--- config.mk ---
export PLATFORM = sky130hd
export DESIGN_NAME = xintf_bus_bridge_flat
export DESIGN_NICKNAME = d
export VERILOG_FILES = /design/src/rtl/xintf_bus_bridge_if.sv /design/src/rtl/xintf_bus_bridge.sv /design/src/flat_wrapper.sv
export SDC_FILE = /design/constraint.sdc
export NUM_CORES = 1
export LEC_CHECK = 0
export ABC_AREA = 1
export CAP_MARGIN = 15
export CELL_PAD_IN_SITES_DETAIL_PLACEMENT = 2
export CELL_PAD_IN_SITES_GLOBAL_PLACEMENT = 2
export CORE_MARGIN = 3
export CORE_UTILIZATION = 36
export DETAILED_ROUTE_END_ITERATION = 8
export PLACE_DENSITY = 0.85
export SLEW_MARGIN = 10
export SYNTH_ARGS = -nofsm -noshare
export SYNTH_HDL_FRONTEND = slang
export SYNTH_SLANG_ARGS = --single-unit
export TNS_END_PERCENT = 1
--- constraint.sdc ---
create_clock -name i_clk -period 2.3 [get_ports i_clk]
set_input_delay 0.23 -clock i_clk [delete_from_list [all_inputs] [get_ports i_clk]]
set_output_delay 0.23 -clock i_clk [all_outputs]
set_load 0.02 [all_outputs]
--- src/rtl/xintf_bus_bridge_if.sv ---
// DSP XINTF pad-side bundle: asynchronous strobes, address, and bidirectional data split into in/out/oe.
interface xintf_bus_bridge_if;
    localparam int unsigned AW = 9;
    localparam int unsigned DW = 16;

    logic          i_xintf_cs_n;
    logic          i_xintf_rd_n;
    logic          i_xintf_we_n;
    logic [AW-1:0] i_xintf_addr;
    logic [DW-1:0] i_xintf_data_in;
    logic [DW-1:0] o_xintf_data_out;
    logic          o_xintf_data_oe;

    modport master (
        output i_xintf_cs_n, i_xintf_rd_n, i_xintf_we_n, i_xintf_addr, i_xintf_data_in,
        input  o_xintf_data_out, o_xintf_data_oe
    );

    modport slave (
        input  i_xintf_cs_n, i_xintf_rd_n, i_xintf_we_n, i_xintf_addr, i_xintf_data_in,
        output o_xintf_data_out, o_xintf_data_oe
    );
endinterface

--- src/rtl/xintf_bus_bridge.sv ---
// Bridges asynchronous DSP XINTF accesses onto two dual-port BRAM port-B interfaces
// (PL-to-DSP read RAM, DSP-to-PL write RAM) with access counters and error pulses.
module xintf_bus_bridge #(
    parameter int unsigned SYNC_STAGES = 2,
    parameter int unsigned RAM_LAT     = 1,
    parameter int unsigned ADDR_MAX    = 63
) (
    input  logic              i_clk,
    input  logic              i_rst,
    xintf_bus_bridge_if.slave xif,
    output logic [8:0]        o_r_ram_addr,
    output logic              o_r_ram_ce,
    input  logic [15:0]       i_r_ram_dout,
    output logic [8:0]        o_w_ram_addr,
    output logic [15:0]       o_w_ram_din,
    output logic              o_w_ram_ce,
    output logic [15:0]       o_rd_cnt,
    output logic [15:0]       o_wr_cnt,
    output logic              o_addr_err,
    output logic              o_proto_err,
    output logic [2:0]        o_state
);
    localparam int unsigned AW = 9;
    localparam int unsigned DW = 16;
    localparam int unsigned CW = 16;
    localparam int unsigned NS = SYNC_STAGES;
    localparam logic [1:0]  WAIT_LAST = 2'(RAM_LAT - 1);

    typedef enum logic [2:0] {
        IDLE      = 3'd0,
        RD_REQ    = 3'd1,
        RD_WAIT   = 3'd2,
        RD_HOLD   = 3'd3,
        WR_ACT    = 3'd4,
        WR_COMMIT = 3'd5,
        ERR_WAIT  = 3'd6
    } state_t;

    // Synchronizers: stage NS-1 is the synced copy, stage NS the previous-cycle copy.
    logic [NS-1:0] cs_q;
    logic [NS:0]   rd_q;
    logic [NS:0]   we_q;
    logic [NS:0]   vld_q;
    logic [AW-1:0] addr_q [NS+1];
    logic [DW-1:0] din_q  [NS+1];

    always_ff @(posedge i_clk or negedge i_rst) begin
        if (!i_rst) begin
            cs_q  <= '1;
            rd_q  <= '1;
            we_q  <= '1;
            vld_q <= '0;
            for (int unsigned i = 0; i <= NS; i++) begin
                addr_q[i] <= '0;
                din_q[i]  <= '0;
            end
        end else begin
            cs_q      <= {cs_q[NS-2:0], xif.i_xintf_cs_n};
            rd_q      <= {rd_q[NS-1:0], xif.i_xintf_rd_n};
            we_q      <= {we_q[NS-1:0], xif.i_xintf_we_n};
            vld_q     <= {vld_q[NS-1:0], 1'b1};
            addr_q[0] <= xif.i_xintf_addr;
            din_q[0]  <= xif.i_xintf_data_in;
            for (int unsigned i = 1; i <= NS; i++) begin
                addr_q[i] <= addr_q[i-1];
                din_q[i]  <= din_q[i-1];
            end
        end
    end

    // Edges only count once the whole chain holds real pin samples, so a strobe
    // already low when reset releases never looks like a fresh falling edge.
    logic cs_s, rd_s, we_s, edge_ok, rd_fall, we_fall, we_rise;
    assign cs_s    = cs_q[NS-1];
    assign rd_s    = rd_q[NS-1];
    assign we_s    = we_q[NS-1];
    assign edge_ok = vld_q[NS];
    assign rd_fall = edge_ok &  rd_q[NS] & ~rd_s;
    assign we_fall = edge_ok &  we_q[NS] & ~we_s;
    assign we_rise = edge_ok & ~we_q[NS] &  we_s;

    function automatic logic addr_ok(input logic [AW-1:0] a);
        return 32'(a) <= ADDR_MAX;
    endfunction

    state_t        state_q, state_d;
    logic [AW-1:0] cap_addr_q, cap_addr_d;
    logic [DW-1:0] cap_data_q, cap_data_d;
    logic [1:0]    wait_q, wait_d;
    logic [DW-1:0] data_out_q, data_out_d;
    logic          oe_q, oe_d;
    logic          r_ce_q, r_ce_d;
    logic [AW-1:0] r_addr_q, r_addr_d;
    logic          w_ce_q, w_ce_d;
    logic [AW-1:0] w_addr_q, w_addr_d;
    logic [DW-1:0] w_din_q, w_din_d;
    logic [CW-1:0] rd_cnt_q, rd_cnt_d;
    logic [CW-1:0] wr_cnt_q, wr_cnt_d;
    logic          addr_err_q, addr_err_d;
    logic          proto_err_q, proto_err_d;

    always_ff @(posedge i_clk or negedge i_rst) begin
        if (!i_rst) begin
            state_q     <= IDLE;
            cap_addr_q  <= '0;
            cap_data_q  <= '0;
            wait_q      <= '0;
            data_out_q  <= '0;
            oe_q        <= 1'b0;
            r_ce_q      <= 1'b0;
            r_addr_q    <= '0;
            w_ce_q      <= 1'b0;
            w_addr_q    <= '0;
            w_din_q     <= '0;
            rd_cnt_q    <= '0;
            wr_cnt_q    <= '0;
            addr_err_q  <= 1'b0;
            proto_err_q <= 1'b0;
        end else begin
            state_q     <= state_d;
            cap_addr_q  <= cap_addr_d;
            cap_data_q  <= cap_data_d;
            wait_q      <= wait_d;
            data_out_q  <= data_out_d;
            oe_q        <= oe_d;
            r_ce_q      <= r_ce_d;
            r_addr_q    <= r_addr_d;
            w_ce_q      <= w_ce_d;
            w_addr_q    <= w_addr_d;
            w_din_q     <= w_din_d;
            rd_cnt_q    <= rd_cnt_d;
            wr_cnt_q    <= wr_cnt_d;
            addr_err_q  <= addr_err_d;
            proto_err_q <= proto_err_d;
        end
    end

    // Read CE is issued on entry to RD_REQ so RD_WAIT spans exactly RAM_LAT cycles.
    always_comb begin
        state_d     = state_q;
        cap_addr_d  = cap_addr_q;
        cap_data_d  = cap_data_q;
        wait_d      = '0;
        data_out_d  = '0;
        oe_d        = 1'b0;
        r_ce_d      = 1'b0;
        r_addr_d    = '0;
        w_ce_d      = 1'b0;
        w_addr_d    = '0;
        w_din_d     = '0;
        rd_cnt_d    = rd_cnt_q;
        wr_cnt_d    = wr_cnt_q;
        addr_err_d  = 1'b0;
        proto_err_d = 1'b0;

        unique case (state_q)
            IDLE: begin
                if (!cs_s && rd_fall && we_fall) begin
                    proto_err_d = 1'b1;
                    state_d     = ERR_WAIT;
                end else if (!cs_s && rd_fall) begin
                    cap_addr_d = addr_q[NS-1];
                    if (addr_ok(addr_q[NS-1])) begin
                        r_ce_d   = 1'b1;
                        r_addr_d = addr_q[NS-1];
                    end
                    state_d = RD_REQ;
                end else if (!cs_s && we_fall) begin
                    state_d = WR_ACT;
                end
            end
            RD_REQ: begin
                if (cs_s) begin
                    state_d = IDLE;
                end else if (addr_ok(cap_addr_q)) begin
                    state_d = RD_WAIT;
                end else begin
                    addr_err_d = 1'b1;
                    oe_d       = 1'b1;
                    state_d    = RD_HOLD;
                end
            end
            RD_WAIT: begin
                if (cs_s) begin
                    state_d = IDLE;
                end else if (wait_q == WAIT_LAST) begin
                    data_out_d = i_r_ram_dout;
                    oe_d       = 1'b1;
                    state_d    = RD_HOLD;
                end else begin
                    wait_d = 2'(wait_q + 2'd1);
                end
            end
            RD_HOLD: begin
                // A completed strobe wins over a simultaneous chip-select release.
                if (rd_s) begin
                    rd_cnt_d = CW'(rd_cnt_q + 1'b1);
                    state_d  = IDLE;
                end else if (cs_s) begin
                    state_d = IDLE;
                end else begin
                    data_out_d = data_out_q;
                    oe_d       = oe_q;
                end
            end
            WR_ACT: begin
                if (cs_s) begin
                    state_d = IDLE;
                end else if (we_rise) begin
                    cap_addr_d = addr_q[NS];
                    cap_data_d = din_q[NS];
                    state_d    = WR_COMMIT;
                end
            end
            WR_COMMIT: begin
                if (addr_ok(cap_addr_q)) begin
                    w_ce_d   = 1'b1;
                    w_addr_d = cap_addr_q;
                    w_din_d  = cap_data_q;
                    wr_cnt_d = CW'(wr_cnt_q + 1'b1);
                end else begin
                    addr_err_d = 1'b1;
                end
                state_d = IDLE;
            end
            ERR_WAIT: begin
                if (rd_s && we_s) state_d = IDLE;
            end
            default: state_d = IDLE;
        endcase
    end

    assign xif.o_xintf_data_out = data_out_q;
    assign xif.o_xintf_data_oe  = oe_q;
    assign o_r_ram_addr         = r_addr_q;
    assign o_r_ram_ce           = r_ce_q;
    assign o_w_ram_addr         = w_addr_q;
    assign o_w_ram_din          = w_din_q;
    assign o_w_ram_ce           = w_ce_q;
    assign o_rd_cnt             = rd_cnt_q;
    assign o_wr_cnt             = wr_cnt_q;
    assign o_addr_err           = addr_err_q;
    assign o_proto_err          = proto_err_q;
    assign o_state              = state_q;
endmodule

--- src/flat_wrapper.sv ---
// flat-port wrapper written by rule: the top's interface ports become plain ports
module xintf_bus_bridge_flat 
#(
    parameter int unsigned SYNC_STAGES = 2,
    parameter int unsigned RAM_LAT     = 1,
    parameter int unsigned ADDR_MAX    = 63
)
  (i_clk, i_rst, o_r_ram_addr, o_r_ram_ce, i_r_ram_dout, o_w_ram_addr, o_w_ram_din, o_w_ram_ce, o_rd_cnt, o_wr_cnt, o_addr_err, o_proto_err, o_state, xif_i_xintf_cs_n, xif_i_xintf_rd_n, xif_i_xintf_we_n, xif_i_xintf_addr, xif_i_xintf_data_in, xif_o_xintf_data_out, xif_o_xintf_data_oe);
  xintf_bus_bridge_if xif_i ();
  input  logic i_clk;
  input  logic i_rst;
  output logic [8:0] o_r_ram_addr;
  output logic o_r_ram_ce;
  input  logic [15:0] i_r_ram_dout;
  output logic [8:0] o_w_ram_addr;
  output logic [15:0] o_w_ram_din;
  output logic o_w_ram_ce;
  output logic [15:0] o_rd_cnt;
  output logic [15:0] o_wr_cnt;
  output logic o_addr_err;
  output logic o_proto_err;
  output logic [2:0] o_state;
  input wire logic [$bits(xif_i.i_xintf_cs_n)-1:0] xif_i_xintf_cs_n;
  input wire logic [$bits(xif_i.i_xintf_rd_n)-1:0] xif_i_xintf_rd_n;
  input wire logic [$bits(xif_i.i_xintf_we_n)-1:0] xif_i_xintf_we_n;
  input wire logic [$bits(xif_i.i_xintf_addr)-1:0] xif_i_xintf_addr;
  input wire logic [$bits(xif_i.i_xintf_data_in)-1:0] xif_i_xintf_data_in;
  output wire logic [$bits(xif_i.o_xintf_data_out)-1:0] xif_o_xintf_data_out;
  output wire logic [$bits(xif_i.o_xintf_data_oe)-1:0] xif_o_xintf_data_oe;
  assign xif_i.i_xintf_cs_n = xif_i_xintf_cs_n;
  assign xif_i.i_xintf_rd_n = xif_i_xintf_rd_n;
  assign xif_i.i_xintf_we_n = xif_i_xintf_we_n;
  assign xif_i.i_xintf_addr = xif_i_xintf_addr;
  assign xif_i.i_xintf_data_in = xif_i_xintf_data_in;
  assign xif_o_xintf_data_out = xif_i.o_xintf_data_out;
  assign xif_o_xintf_data_oe = xif_i.o_xintf_data_oe;
  xintf_bus_bridge #(.SYNC_STAGES(SYNC_STAGES), .RAM_LAT(RAM_LAT), .ADDR_MAX(ADDR_MAX)) u_core (.i_clk(i_clk), .i_rst(i_rst), .xif(xif_i), .o_r_ram_addr(o_r_ram_addr), .o_r_ram_ce(o_r_ram_ce), .i_r_ram_dout(i_r_ram_dout), .o_w_ram_addr(o_w_ram_addr), .o_w_ram_din(o_w_ram_din), .o_w_ram_ce(o_w_ram_ce), .o_rd_cnt(o_rd_cnt), .o_wr_cnt(o_wr_cnt), .o_addr_err(o_addr_err), .o_proto_err(o_proto_err), .o_state(o_state));
endmodule
# After elaboration in Yosys (flattened, before gate mapping)
# Cells that the tools add are included.
# word_totals
register_bits	203
input_bits	46
out_inout_bits	90
wordCells	118
# op_classes
addsub	3
order_cmp	2
eq_ne	15
mux	50
bitwise_logic	10
n_reduce_logical	13
# op_table
operator	n
2-to-1 mux 16 bit	6
2-to-1 mux 9 bit	10
2-to-1 mux 3 bit	11
adder 16 x 1 -> 16 bit (second input constant)	2
one-hot mux 16 bit (2 select lines)	1
<= comparator 9 x 6 -> 1 bit (second input constant)	2
one-hot mux 3 bit (6 select lines)	1
one-hot mux 9 bit (2 select lines)	1
2-to-1 mux 1 bit	15
AND reduction 5 bit	2
equality test 3 bit (second input constant)	3
!= test 3 x 1 -> 1 bit (second input constant)	3
AND 1 bit	6
equality test 3 x 2 -> 1 bit (second input constant)	2
2-to-1 mux 2 bit	3
!= test 2 x 1 -> 1 bit (second input constant)	3
logical AND 1 bit	4
!= test 2 bit (second input constant)	2
!= test 4 x 1 -> 1 bit (second input constant)	1
NOT 1 bit	4
AND reduction 2 bit	2
equality test 3 x 1 -> 1 bit (second input constant)	1
logical NOT 3 bit	1
one-hot mux 1 bit (3 select lines)	1
other kinds (6)	6

# Depth between registers and ports, before layout
# Gate-level depths: netlist of the first run.
# logic_depth
word_depth	7
depth_mapped	9
ltp_nobuf	8

# Least setup slack after synthesis of the first run
# OpenSTA, ideal clock, no wires.
# synth_path
path_type	reg2reg
start	reg u_core.state_q[1], in the netlist u_core.o_state[1]
end	reg u_core.cap_addr_q[8]
setup_ns	0.126
arrival_time_ns	1.361
t_required_ns	2.174
setup_slack_ns	0.812
stages_incl_launch_ff	6
n_path_buf	1
synth_period_minus_slack_ns	1.488
cell_sequence	dfrtp_1 > nor2_4 > nand3_1 > o21ai_2 > buf_6 > o21ai_0
# synth_between
elab_chain_cells	3
word_cells_on_any_way	9
classes_between	eq/ne: 5; mux: 1; reduce/logical: 3
# synth_lines
element	line	text
start: declaration	xintf_bus_bridge.sv:86	state_t state_q, state_d;
start signal: assignment	xintf_bus_bridge.sv:120	state_q <= state_d;
equality test 3 bit / logical NOT 3 bit (equally long branches)	xintf_bus_bridge.sv:156	unique case (state_q)
!= test 2 bit (no line), or another cell as far along	-	
AND reduction 5 bit (no line)	-	
end signal: assignment	xintf_bus_bridge.sv:121	cap_addr_q <= cap_addr_d;
end: declaration	xintf_bus_bridge.sv:87	logic [AW-1:0] cap_addr_q, cap_addr_d;
# Parallel ways exist; a longest one is shown, timed or not.
# A chain may end at the register's enable or synchronous reset.

# Final worst setup path of the first run
# layout_path
start	reg u_core.state_q[2], in the netlist u_core.o_state[2]
end	out o_state[2]
# layout_rtl
element	line	text
end: declaration	flat_wrapper.sv:22	output logic [2:0] o_state;
# No word-level cell between the ends.

==> results of run 1 <==
layout make-up:
cell class | count | area [um^2]
clock inverters | 10 | 170
multi-input cells | 369 | 1790
inverters | 87 | 327
clock buffers | 28 | 603
flip-flops and latches | 203 | 5090
fillers | 2009 | 9880
repair buffers | 146 | 1470
well taps | 265 | 332
per-stage QoR:
step	hold WS [ns]	util (%)	setup slack (ns)	cell area (um^2)	power [mW]
detailed placement	0.293	45.7	0.370	8990	5.38
global route	0.126	49.7	0.0274	9770	9.53
global placement	0.279	45.7	0.534	8990	5.25
floorplan	-0.0656	-	0.812	7280	4.79
CTS	0.110	49.7	0.0676	9770	9.18
finish	0.133	49.7	0.102	9770	9.05
layer usage:
layer / wire length, um / track usage [%] / vias to the layer above
met2: 10800 / 35.2 / 116
met3: 1180 / 4.72 / 20
met1: 7930 / 21.9 / 2633
met4: 265 / 3.65 / 0
met5: 0 / 0 / -
li1: - / - / 2366
power groups by stage:
stage | Clock (mW) | Combinational, mW | Sequential (mW)
final | 3.72 | 1.19 | 4.13
after global routing | 4.00 | 1.35 | 4.17
after CTS | 3.83 | 1.22 | 4.14
after detailed placement | 0 | 1.19 | 4.19
after global placement | 0 | 1.09 | 4.15
after floorplan | 0 | 0.609 | 4.18
flip-flops by register name (all words and copies together), names as in the netlist, 9 cells and up:
signal,cells
u_core.o_w_ram_din,16
u_core.addr_q,27
u_core.o_rd_cnt,16
u_core.din_q,48
u_core.o_r_ram_addr,9
u_core.xif.o_xintf_data_out,16
u_core.o_w_ram_addr,9
u_core.o_wr_cnt,16
u_core.cap_data_q,16
u_core.cap_addr_q,9
cells in the mapped netlist, types with 2 or more instances:
cell type / instances / area (um^2)
nand4_1: 4 / 25.0
nand3b_1: 6 / 45.0
dfstp_2: 8 / 210
buf_6: 2 / 22.5
nor3_1: 4 / 20.0
o21bai_1: 2 / 15.0
o21ai_2: 2 / 17.5
inv_1: 87 / 327
nor2_4: 4 / 45.0
buf_4: 3 / 22.5
nand2_1: 139 / 522
ha_1: 4 / 50.1
dfrtp_1: 195 / 4880
a21oi_1: 8 / 40.0
nand3_1: 36 / 180
o21ai_0: 46 / 230
nor2_1: 75 / 282
clkbuf_1: 3 / 11.3
xnor2_1: 9 / 78.8
xor2_1: 10 / 87.6
conb_1: 2 / 7.51
nand2_4: 2 / 22.5
nand2_2: 4 / 25.0
buf_2: 3 / 15.0
nor2_2: 2 / 12.5
kinds of logic (layout without fill, tap and decap cells):
group | Yosys count | in the layout | share of synthesized area, %
AOI/OAI and AO/OA | 60 | 60 | 4.34
xor gates and xnor gates | 19 | 19 | 2.29
adders and majority gates | 4 | 4 | 0.690
buffers and inverters | 99 | 271 | 5.55
DFF | 203 | 203 | 70.1
other | 2 | 7 | 0.103
and+or+nand+nor | 279 | 279 | 16.9
path summary, 6_finish.rpt:
| kind | from | cells past startpoint | slack (ns) | end |
|---|---|---|---|---|
| max in group asynchronous | i_rst | 3 | 1.29 | u_core.rd_q[0] |
| max reg2reg | u_core.o_state[2] | 4 | 0.36 | u_core.cap_addr_q[8] |
| min | xif_i_xintf_rd_n | 1 | 0.13 | u_core.rd_q[0] |
| min in group asynchronous | i_rst | 2 | 0.31 | u_core.cap_data_q[4] |
| max | u_core.o_state[2] | 1 | 0.10 | o_state[2] |
| min reg2reg | u_core.addr_q[25] | 0 | 0.35 | u_core.addr_q[16] |
timing repair:
item                                   CTS  global route
buffers inserted                         0             0
hold buffers                             1             0
endpoints found under the hold margin   64             0
==> results.sh, run 1 <==
export IMPL_cts_tree="done"
export IMPL_grt_pass1_wl_um=33100
export IMPL_syn_avg_cell_area_um2=10.9
export IMPL_worstPathRequired_ns=2.07
export IMPL_antenna_found_initial=0
export IMPL_die_w_um=148
export IMPL_slew_violations=0
export IMPL_grt_pass1_vias=6081
export IMPL_skew_ns=0.0272
export IMPL_dieArea_mm2=0.0219
export IMPL_drtIter0Drc=167
export IMPL_final_common_cell="dfrtp_1"
export IMPL_switching_power_mw=2.40
export IMPL_clock_latency_ns=0.51
export IMPL_setup_worst_path_class="register to output port"
export IMPL_grt_overflow_total=0
export IMPL_routed_wl_um=20200
export IMPL_worst_setup_path_start_kind="register"
export IMPL_clock_path_buffers=3
export IMPL_vias_per_cell=4.63
export IMPL_wl_per_cell_um=18.2
export IMPL_worstPathArrival_ns=1.97
export IMPL_setup_viol=0
export IMPL_timing_critical_path_buf_inv=1
export IMPL_finalSetupTns_ns=0
export IMPL_io_pins=136
export IMPL_cts_made_buffers=22
export IMPL_worstMarginPinSlew_ns=0.632
export IMPL_combPwrFrac_pct=13.2
export IMPL_relSlewSlack_pct=57.8
export IMPL_gp_congestion=0.790
export IMPL_p_per_area_mw_per_mm2=926
export IMPL_grt_usage_pct=18.8
export IMPL_yosysWarnings=0
export IMPL_vias=5135
export IMPL_finalNonFillerCells=1108
export IMPL_io_buffers=135
export IMPL_synthFlopType="dfrtp_1"
export IMPL_cp_max_fo=13
export IMPL_power_frac_seq_pct=45.7
export IMPL_status="finished clean"
export IMPL_htree_levels=1
export IMPL_ys_types=31
export IMPL_clkTransAtPathRegs_ns=0.06
export IMPL_cpLargestDelayFamily="buffers and inverters"
export IMPL_hold_viol=0
export IMPL_rows=51
export IMPL_intPower_mw=6.65
export IMPL_fmax_mhz=455
export IMPL_path_cells="clkdlybuf4s50_1"
export IMPL_mappedNetlistArea_mm2=0.00726
export IMPL_clkPwrFrac_pct=41.2
export IMPL_core_area_mm2=0.0197
export IMPL_post_dp_hpwl_um=14300
export IMPL_cts_root_buf="clkbuf_16"
export IMPL_antenna_cells=0
export IMPL_maxCapViolCount=0
export IMPL_rsz0062_at_grt="false"
export IMPL_vdd_ir_drop_worst_v=0.000511
export IMPL_dr_pass1_iters=4
export IMPL_nets=879
export IMPL_syn_inst=666
export IMPL_fin_crit_ns=2.20
export IMPL_die_h_um=148
export IMPL_drc=0
export IMPL_dp_cells=1069
export IMPL_initial_utilization_pct=36.9
export IMPL_postRouteAntennaNets=0
export IMPL_seq_area_frac_synth_pct=70.1
export IMPL_switching_share_pct=26.5
export IMPL_slowest_stage="clkdlybuf4s50_1"
export IMPL_final_cell_mix="195 x dfrtp_1, 139 x nand2_1, 134 x clkdlybuf4s50_1"
export IMPL_ys_async_sr_fraction_pct=100
export IMPL_area_growth_pct=34.7
export IMPL_ctsResizeCount=0
export IMPL_hold_path_class="primary input to register"
export IMPL_finalCritPeriodShare_pct=95.6
export IMPL_grt_max_degree=72
export IMPL_cp_end_kind="output port"
export IMPL_cpPeakStageDelay_ns=0.77
export IMPL_final_layout_size_suffix_gt1_share_pct=8.54
export IMPL_yosys_register_bits=203
export IMPL_p_leak_nw=4.52
export IMPL_cts_sinks=203
export IMPL_synth_edf_count=0
(Power assumes the default switching activity.)
==> inputs of run 2 (changes only) <==
- MAX_ROUTING_LAYER: unset -> met4
==> run 2 against run 1 <==
  * Global-route usage up 0.59 points
  * Combinational power about the same
  * Setup slack about the same
  * Power about the same
  * First-iteration DRC count down 5.4%
  * Non-clock buffer count unchanged
  * Largest cell class unchanged
  * Highest routed layer unchanged
==> results.sh, run 2 (synthesis gave the netlist of run 1 again) <==
export IMPL_final_cell_mix="195 x dfrtp_1, 139 x nand2_1, 134 x clkdlybuf4s50_1"
export IMPL_worstPathArrival_ns=1.97
export IMPL_largest_reg_flops=48
export IMPL_worst_setup_path_start_kind="register"
export IMPL_clkTransAtPathRegs_ns=0.06
export IMPL_antenna_cells=0
export IMPL_htree_levels=1
export IMPL_finalInstanceArea_mm2=0.00977
export IMPL_layout_setup_ws_ns=0.102
export IMPL_dieArea_mm2=0.0219
export IMPL_antenna_found_initial=0
export IMPL_area_growth_pct=34.7
export IMPL_routed_wl_um=20200
export IMPL_p_leak_nw=4.52
export IMPL_worstPathRequired_ns=2.07
export IMPL_dr_pass1_iters=4
export IMPL_clock_path_buffers=3
export IMPL_fin_crit_ns=2.20
export IMPL_placed_area_mm2=0.00899
export IMPL_io_pins=136
export IMPL_reg2reg_to="u_core.cap_addr_q[8]"
export IMPL_worstMarginPinSlew_ns=0.631
export IMPL_pre_cts_slack_ns=0.370
export IMPL_largest_registers="u_core.din_q (48), u_core.addr_q (27)"
export IMPL_rr_worst_depth=4
export IMPL_path_cells="clkdlybuf4s50_1"
export IMPL_cts_root_buf="clkbuf_16"
export IMPL_fmax_mhz=455
export IMPL_hold_viol=0
export IMPL_grt_overflow_total=0
export IMPL_skew_ns=0.0263
export IMPL_cp_max_fo=13
export IMPL_hold_path_class="primary input to register"
export IMPL_cp_end_kind="output port"
export IMPL_whs_ns=0.131
export IMPL_timing_critical_path_buf_inv=1
export IMPL_rows=51
export IMPL_crit_end="o_state[2]"
export IMPL_setup_worst_path_class="register to output port"
export IMPL_maxCapViolCount=0
export IMPL_rsz0062_at_grt="false"
export IMPL_relSlewSlack_pct=57.9
export IMPL_cpPeakStageDelay_ns=0.77
export IMPL_final_util_pct=49.7
export IMPL_grt_usage_pct=19.4
export IMPL_setup_worst_path_start="u_core.o_state[2]"
export IMPL_nets=879
export IMPL_final_layout_size_suffix_gt1_share_pct=8.54
export IMPL_clock_latency_ns=0.51
export IMPL_status="finished clean"
export IMPL_grt_pass1_vias=6080
export IMPL_crit_cells=1
export IMPL_die_w_um=148
export IMPL_slowest_stage="clkdlybuf4s50_1"
export IMPL_cts_sinks=203
export IMPL_cts_made_buffers=22
export IMPL_vdd_ir_drop_worst_v=0.000510
export IMPL_grt_pass1_wl_um=33100
export IMPL_drtIter0Drc=158
export IMPL_gp_congestion=0.803
export IMPL_ctsResizeCount=0
export IMPL_cts_tree="done"
export IMPL_core_area_mm2=0.0197
export IMPL_vias_per_cell=4.62
export IMPL_wl_per_cell_um=18.2
export IMPL_die_h_um=148
export IMPL_final_common_cell="dfrtp_1"
export IMPL_post_dp_hpwl_um=14300
export IMPL_io_buffers=135
export IMPL_setup_viol=0
export IMPL_cpLargestDelayFamily="buffers and inverters"
export IMPL_vias=5119
export IMPL_r2r_start="u_core.o_state[2]"
export IMPL_regMostFlops="u_core.din_q"
export IMPL_grt_max_degree=72
export IMPL_finalSetupTns_ns=0
export IMPL_r2r_setup_slack_ns=0.36
export IMPL_p_per_area_mw_per_mm2=925
export IMPL_slew_violations=0
export IMPL_drc=0
export IMPL_postRouteAntennaNets=0
export IMPL_initial_utilization_pct=36.9
export IMPL_finalCritPeriodShare_pct=95.6
run 2: repair_timing:
action	CTS	global route
buffers inserted	0	0
hold endpoints to repair	64	0
hold buffers	1	0
run 2: final cells by class:
class / instances / area (um^2)
fill: 2009 / 9880
tap: 265 / 332
clock buffer: 28 / 603
multi-input combinational: 369 / 1790
inverter: 87 / 327
timing repair buffer: 146 / 1470
clock inverter: 10 / 170
sequential: 203 / 5090
run 2: routing by layer:
| layer | GRT usage (%) | share of wire [%] | routed length, um |
|---|---|---|---|
| met3 | 4.38 | 5.5 | 1110 |
| met1 | 22.3 | 40 | 8030 |
| met4 | 3.65 | 1.3 | 266 |
| met5 | - | 0 | 0 |
| met2 | 35.1 | 53 | 10800 |
run 2: metrics by stage:
stage | instances | total power, mW
detailed placement | 1069 | 5.38
finish | 1108 | 9.04
global placement | 1069 | 5.25
CTS | 1108 | 9.18
floorplan | 671 | 4.79
global route | 1108 | 9.53
run 2: worst min path at each step:
stage	startpoint	endpoint	depth (start not counted)
detailed placement	i_rst	u_core.o_wr_cnt[8]	1
CTS	xif_i_xintf_rd_n	u_core.rd_q[0]	1
global placement	i_rst	u_core.o_wr_cnt[8]	1
global route	xif_i_xintf_we_n	u_core.we_q[0]	1
floorplan	i_rst	u_core.addr_q[0]	0
finish	xif_i_xintf_rd_n	u_core.rd_q[0]	1
run 2: power breakdown:
| group | switching [mW] | internal (mW) |
|---|---|---|
| Combinational | 0.765 | 0.426 |
| Sequential | 0.215 | 3.92 |
| Clock | 1.41 | 2.31 |
